`src/rtl/tx_retry_ctrl_pkg.sv`:
```
// Shared MAC transmit definitions: attempt-controller states, default CSMA/CD
// timing constants and small helpers used by the TX retry controller.
package tx_retry_ctrl_pkg;

  typedef enum logic [3:0] {
    IDLE     = 4'd0,
    DEFER    = 4'd1,
    IFG      = 4'd2,
    TRANSMIT = 4'd3,
    JAM      = 4'd4,
    BO_INIT  = 4'd5,
    BO_ARM   = 4'd6,
    BO_WAIT  = 4'd7,
    DONE     = 4'd8,
    ABORT    = 4'd9
  } tx_state_e;

  // Timing at 2 bits per clock: 96-bit gap, 32-bit jam, 512-bit slot.
  localparam int IFG_CYCLES_DEF    = 48;
  localparam int IFG_PART1_DEF     = 32;
  localparam int JAM_CYCLES_DEF    = 16;
  localparam int SLOT_CYCLES_DEF   = 256;
  localparam int ATTEMPT_LIMIT_DEF = 16;
  localparam int MAX_BACKOFF_EXP   = 9;

  function automatic int max3(input int a, input int b, input int c);
    int m;
    m = (a > b) ? a : b;
    return (m > c) ? m : c;
  endfunction

  // Backoff range exponent for the n-th collision: min(n-1, MAX_BACKOFF_EXP).
  function automatic logic [3:0] backoff_exp(input logic [4:0] n);
    logic [4:0] e;
    e = (n == 5'd0) ? 5'd0 : n - 5'd1;
    return (e > 5'(MAX_BACKOFF_EXP)) ? 4'(MAX_BACKOFF_EXP) : e[3:0];
  endfunction

endpackage

```
`src/rtl/tx_retry_ctrl.sv`:
```
// Half-duplex CSMA/CD transmit attempt controller: deferral, inter-frame gap,
// collision jam and backoff sequencing; every request ends in one success or abort pulse.
module tx_retry_ctrl
  import tx_retry_ctrl_pkg::*;
#(
  parameter int IFG_CYCLES      = IFG_CYCLES_DEF,
  parameter int IFG_PART1       = IFG_PART1_DEF,
  parameter int JAM_CYCLES      = JAM_CYCLES_DEF,
  parameter int LATE_COL_CYCLES = SLOT_CYCLES_DEF,
  parameter int ATTEMPT_LIMIT   = ATTEMPT_LIMIT_DEF
) (
  input  logic       clock,
  input  logic       reset,
  input  logic       tx_req,
  input  logic       crs,
  input  logic       col,
  input  logic       tx_done,
  input  logic       backoff_trigger,
  output logic       tx_enable,
  output logic       jam,
  output logic       tx_rewind,
  output logic       backoff_init,
  output logic [3:0] backoff_retry_count,
  output logic       tx_success,
  output logic       tx_abort,
  output logic       late_col,
  output logic       excess_col,
  output logic [4:0] col_count,
  output logic       busy
);

  localparam int CW = $clog2(max3(IFG_CYCLES, JAM_CYCLES, LATE_COL_CYCLES)) + 1;

  localparam logic [CW-1:0] IFG_LAST  = CW'(IFG_CYCLES - 1);
  localparam logic [CW-1:0] IFG_HOLD  = CW'(IFG_PART1);
  localparam logic [CW-1:0] JAM_LAST  = CW'(JAM_CYCLES - 1);
  localparam logic [CW-1:0] LATE_MARK = CW'(LATE_COL_CYCLES);
  localparam logic [4:0]    COL_LIMIT = 5'(ATTEMPT_LIMIT);

  // Backoff timer handshake: backoff_init is a one-clock start request with
  // backoff_retry_count valid alongside it; backoff_trigger is the timer's
  // level "expired/idle" status and is only honoured in BO_WAIT, because the
  // timer still shows the stale high level for one clock after the request.

  tx_state_e     state_q, state_d;
  logic [CW-1:0] phase_cnt_q, phase_cnt_d;   // IFG and JAM clock counter
  logic [CW-1:0] tx_cnt_q, tx_cnt_d;         // TRANSMIT clocks, saturating
  logic [4:0]    col_count_q, col_count_d;
  logic [3:0]    retry_q, retry_d;
  logic          late_q, late_d;
  logic          excess_q, excess_d;

  always_ff @(posedge clock or posedge reset) begin
    if (reset) begin
      state_q     <= IDLE;
      phase_cnt_q <= '0;
      tx_cnt_q    <= '0;
      col_count_q <= '0;
      retry_q     <= '0;
      late_q      <= 1'b0;
      excess_q    <= 1'b0;
    end else begin
      state_q     <= state_d;
      phase_cnt_q <= phase_cnt_d;
      tx_cnt_q    <= tx_cnt_d;
      col_count_q <= col_count_d;
      retry_q     <= retry_d;
      late_q      <= late_d;
      excess_q    <= excess_d;
    end
  end

  always_comb begin
    state_d     = state_q;
    phase_cnt_d = phase_cnt_q;
    tx_cnt_d    = tx_cnt_q;
    col_count_d = col_count_q;
    retry_d     = retry_q;
    late_d      = late_q;
    excess_d    = excess_q;

    case (state_q)
      IDLE: begin
        if (tx_req) begin
          state_d     = DEFER;
          col_count_d = '0;
          late_d      = 1'b0;
          excess_d    = 1'b0;
        end
      end

      DEFER: begin
        if (!crs) begin
          state_d     = IFG;
          phase_cnt_d = '0;
        end
      end

      // Carrier only restarts deferral in the first part of the gap.
      IFG: begin
        if (crs && (phase_cnt_q < IFG_HOLD)) begin
          state_d = DEFER;
        end else if (phase_cnt_q == IFG_LAST) begin
          state_d  = TRANSMIT;
          tx_cnt_d = '0;
        end else begin
          phase_cnt_d = phase_cnt_q + CW'(1);
        end
      end

      // Collision wins over tx_done; tx_cnt freezes so JAM can judge lateness.
      TRANSMIT: begin
        if (col) begin
          state_d     = JAM;
          phase_cnt_d = '0;
          if (col_count_q < COL_LIMIT) begin
            col_count_d = col_count_q + 5'd1;
          end
        end else if (tx_done) begin
          state_d = DONE;
        end else if (tx_cnt_q < LATE_MARK) begin
          tx_cnt_d = tx_cnt_q + CW'(1);
        end
      end

      JAM: begin
        if (phase_cnt_q == JAM_LAST) begin
          if (tx_cnt_q >= LATE_MARK) begin
            state_d = ABORT;
            late_d  = 1'b1;
          end else if (col_count_q == COL_LIMIT) begin
            state_d  = ABORT;
            excess_d = 1'b1;
          end else begin
            state_d = BO_INIT;
            retry_d = backoff_exp(col_count_q);
          end
        end else begin
          phase_cnt_d = phase_cnt_q + CW'(1);
        end
      end

      BO_INIT: state_d = BO_ARM;
      BO_ARM:  state_d = BO_WAIT;

      BO_WAIT: begin
        if (backoff_trigger) begin
          state_d = DEFER;
        end
      end

      DONE:    state_d = IDLE;
      ABORT:   state_d = IDLE;
      default: state_d = IDLE;
    endcase
  end

  assign tx_enable           = (state_q == TRANSMIT);
  assign jam                 = (state_q == JAM);
  assign tx_rewind           = (state_q == BO_INIT);
  assign backoff_init        = (state_q == BO_INIT);
  assign backoff_retry_count = retry_q;
  assign tx_success          = (state_q == DONE);
  assign tx_abort            = (state_q == ABORT);
  assign late_col            = late_q;
  assign excess_col          = excess_q;
  assign col_count           = col_count_q;
  assign busy                = (state_q != IDLE);

endmodule

```
`config.mk`:
```
export PLATFORM = sky130hd
export DESIGN_NAME = tx_retry_ctrl
export DESIGN_NICKNAME = d
export VERILOG_FILES = /design/src/rtl/tx_retry_ctrl_pkg.sv /design/src/rtl/tx_retry_ctrl.sv
export SDC_FILE = /design/constraint.sdc
export NUM_CORES = 1
export LEC_CHECK = 0
export CORE_UTILIZATION = 45
export CTS_CLUSTER_DIAMETER = 100
export CTS_CLUSTER_SIZE = 30
export DETAILED_ROUTE_END_ITERATION = 10
export PLACE_DENSITY = 0.64
export SLEW_MARGIN = 20
export SYNTH_ARGS = -nofsm -noshare
export SYNTH_HDL_FRONTEND = slang
export SYNTH_SLANG_ARGS = --single-unit
```
`constraint.sdc`:
```
create_clock -name clock -period 5.01 [get_ports clock]
set_input_delay 0.7515 -clock clock [delete_from_list [all_inputs] [get_ports clock]]
set_output_delay 0.7515 -clock clock [all_outputs]
set_load 0.1 [all_outputs]
```
==> metrics.txt <==
status completed; CTS hold repair buffers 0; simple-gate share of the synthesized area 27.5%; hold_sp backoff_retry_count[3]$_DFFE_PP0P_; Worst Path Arrival ~2.8 ns; dominant register cell in the synthesized netlist dfrtp_1; FP Rows 23; core area between 4000 and 5000 sq um; total track usage between 20 and 25%; CTS clk-pin slew, worst paths roughly 0.07 ns; Post-synth EDFFs 0; Slew @ Worst Pin 0.979 ns; Hold Path Depth 2; setup TNS 0 ns; syn avg cell area 8.50 sq um; n_diodes 0; Fmax achieved about 0.28 GHz; cts repair resizes 0; Post-Synthesis Cells between 200 and 250; Cell Area, Synth 1970 sq um; RePlAce Congestion 0.781; CTS Sinks 33; # IOs 25; vias in the first global route 1453; Ys Warns 0; Setup violations, final 0; Final Hold Vio Count 0; multi-input logic area about 1100 sq um; vias about 1700; critical register-to-register path startpoint state_q[2]$_DFFE_PP0P_; chip width about 70 microns; number of remaining DRC errors 0; reg2reg end tx_cnt_q[7]$_DFFE_PP0P_; Post-Route WL 4260 microns; CTS tree built; clk buf depth 2; antenna violations before repair 0; IO Port Bufs 24; Worst setup EP type output port; Die ar. around 4700 sq um; clock root buffer clkbuf_8; post-synthesis adder-cell area fraction 3.17%; Initial Utilization 47.9%; pwr dens 458 nW/um^2; DR vias/cell between 5 and 6; R2R depth 5; Slowest-stage cell, CP clkdlybuf4s50_1; post-DP HPWL just over 3000 microns; Routed Antenna Nets 0; Synth Area in XOR/XNOR 2.66%; largest family of logic cells by synthesized area simple AND/OR/NAND/NOR gates; dpl cells approximately 300; H-tree depth 2; Final min period about 3.5 ns; largest cells by area after synthesis dfrtp_1 (42%), o21ai_0 (7.1%), nand2_1 (4.9%); CP startpoint kind register; crit-path max FO 17; sequential cell area fraction in the yosys report between 40% and 50%; final layout net count between 200 and 300; WS Path Type reg -> out; 1st-pass router iterations 4; Worst-Skew Late Latency 0.28 ns; Die H roughly 68 microns; Filler cells 356; r2r setup slk 2.41 ns; Hold Path End backoff_retry_count[3]$_DFFE_PP0P_; Reg area around 830 sq um; CTS Buf Count 5; largest net degree at the start of global routing 24; Overflow after GRT 0; peak supply drop between 0.3 and 0.4 mV; RSZ-0062 raised after global routing no; max_cap viols 0; Cell variety after synth 52; synthesized net count ~240; first-pass GRT wire length approximately 7000 microns; CP peak stage delay between 1 and 1.5 ns; Area Overhead vs Synth 17.7%; Yosys top cell by area dfrtp_1; Finished Layout Cells ~300; Avg WL per Cell approximately 14 microns; post-synthesis compound-gate area fraction between 10% and 20%; number of synthesized register bits 33; slew margin rel. between 30 and 40%; multiplexer share of the synthesized area 1.08%; worst clock skew ~0.0073 ns; Setup Buffers After CTS 0; Synth top area share around two fifths; Final Cycle Share just over 70%; Min-Delay Path Class reg -> reg; pins over their slew limit 0; Post-synth ARST share 100%; DRT iter0 DRCs 122; worst path cell trace nand4bb_1, inv_1, clkdlybuf4s50_1; share of layout cells above drive strength 1 around 5.5%; Pleak 0.00101 uW; Data required, critical path around 4.3 ns
[cells in the mapped netlist (5+ instances only)]
cell / count
a21oi_1: 7
and3_1: 5
clkbuf_1: 6
dfrtp_1: 33
ha_1: 5
inv_1: 13
nand2_1: 26
nand3_1: 11
nor2_1: 25
nor3_1: 6
o21ai_0: 28
[per-layer routing]
metal | wire [microns] | vias up | global-route usage, %
li1 | - | 868 | -
met1 | 2230 | 787 | 31.6
met2 | 1680 | 58 | 26.8
met3 | 283 | 6 | 5.83
met4 | 65 | 0 | 7.81
met5 | 0 | - | 0
[how the worst max path moves through the flow]
stage                            from          to  slack, ns  cells past startpoint
2_1_floorplan  state_q[2]$_DFFE_PP0P_  tx_success       1.38                      3
3_5_place_dp   state_q[2]$_DFFE_PP0P_   tx_enable       1.81                      3
6_report       state_q[2]$_DFFE_PP0P_   tx_enable       1.49                      3
3_3_place_gp   state_q[2]$_DFFE_PP0P_         jam       1.84                      2
5_1_grt        state_q[2]$_DFFE_PP0P_   tx_enable       1.30                      3
4_1_cts        state_q[2]$_DFFE_PP0P_         jam       1.48                      2
[report_power, final]
group | leakage [uW] | switching, uW | internal, uW
combinational | 0.000519 | 351 | 166
clock | 0.0000450 | 94.7 | 96.1
sequential | 0.000444 | 62.0 | 294
total | 0.00101 | 508 | 556
[layout make-up]
| cell class | instances | area share (%) |
|---|---|---|
| Clock inverter | 2 | 0.431 |
| Multi-Input combinational cell | 176 | 45.4 |
| Timing Repair Buffer | 25 | 10.7 |
| Tap cell | 50 | 2.70 |
| Sequential cell | 33 | 35.6 |
| Clock buffer | 6 | 3.13 |
| Inverter | 13 | 2.10 |
[through the flow]
step / util [%] / hold WS, ns / power, uW / cell area [sq um] / setup slack, ns
after floorplan: - / 0.446 / 776 / 1980 / 1.38
after global placement: 54.4 / 0.465 / 879 / 2240 / 1.84
after detailed placement: 54.4 / 0.466 / 877 / 2240 / 1.81
after CTS: 56.4 / 0.483 / 1070 / 2320 / 1.48
after global routing: 56.4 / 0.520 / 1130 / 2320 / 1.30
final: 56.4 / 0.482 / 1060 / 2320 / 1.49
[state kept, by name (all words and copies together) (netlist names)]
| register | count |
|---|---|
| late_col | 1 |
| col_count | 5 |
| phase_cnt_q | 9 |
| state_q | 4 |
| tx_cnt_q | 9 |
| backoff_retry_count | 4 |
| excess_col | 1 |
[worst max-delay path, delay by kind of cell, from the launching register on]
| family | cells | cell delay (ns) |
|---|---|---|
| buf+inv | 2 | 1.43 |
| flops | 1 | 0.54 |
| simple gates | 1 | 0.51 |
[cell usage in the layout (no fill, tap or decap), types with 2 or more instances in the layout]
| cell | netlist | final |
|---|---|---|
| a21oi_1 | 7 | 7 |
| a22o_1 | 4 | 4 |
| a31oi_1 | 3 | 3 |
| and2_1 | 2 | 2 |
| and3_1 | 5 | 5 |
| and4_1 | 2 | 2 |
| clkbuf_8 | 0 | 5 |
| clkdlybuf4s50_1 | 0 | 24 |
| clkinv_2 | 0 | 2 |
| dfrtp_1 | 33 | 33 |
| ha_1 | 5 | 5 |
| inv_1 | 13 | 13 |
| nand2_1 | 26 | 26 |
| nand2b_1 | 4 | 4 |
| nand3_1 | 11 | 11 |
| nor2_1 | 25 | 25 |
| nor2b_1 | 4 | 4 |
| nor3_1 | 6 | 6 |
| nor3b_1 | 2 | 2 |
| nor4_1 | 2 | 2 |
| o21ai_0 | 28 | 28 |
| o22a_1 | 2 | 2 |
| o31ai_1 | 4 | 4 |
| or3_1 | 3 | 3 |
| xnor2_1 | 2 | 2 |
| xor2_1 | 4 | 4 |
[cell families after synthesis]
kind of cell               Yosys count
and+or+nand+nor                    104
AOI/OAI and AO/OA                   59
xor gates and xnor gates             6
adders and majority gates            5
DFF                                 33
buffers and inverters               23
muxes                                2
No activity file was read; power rests on OpenSTA's default activity.
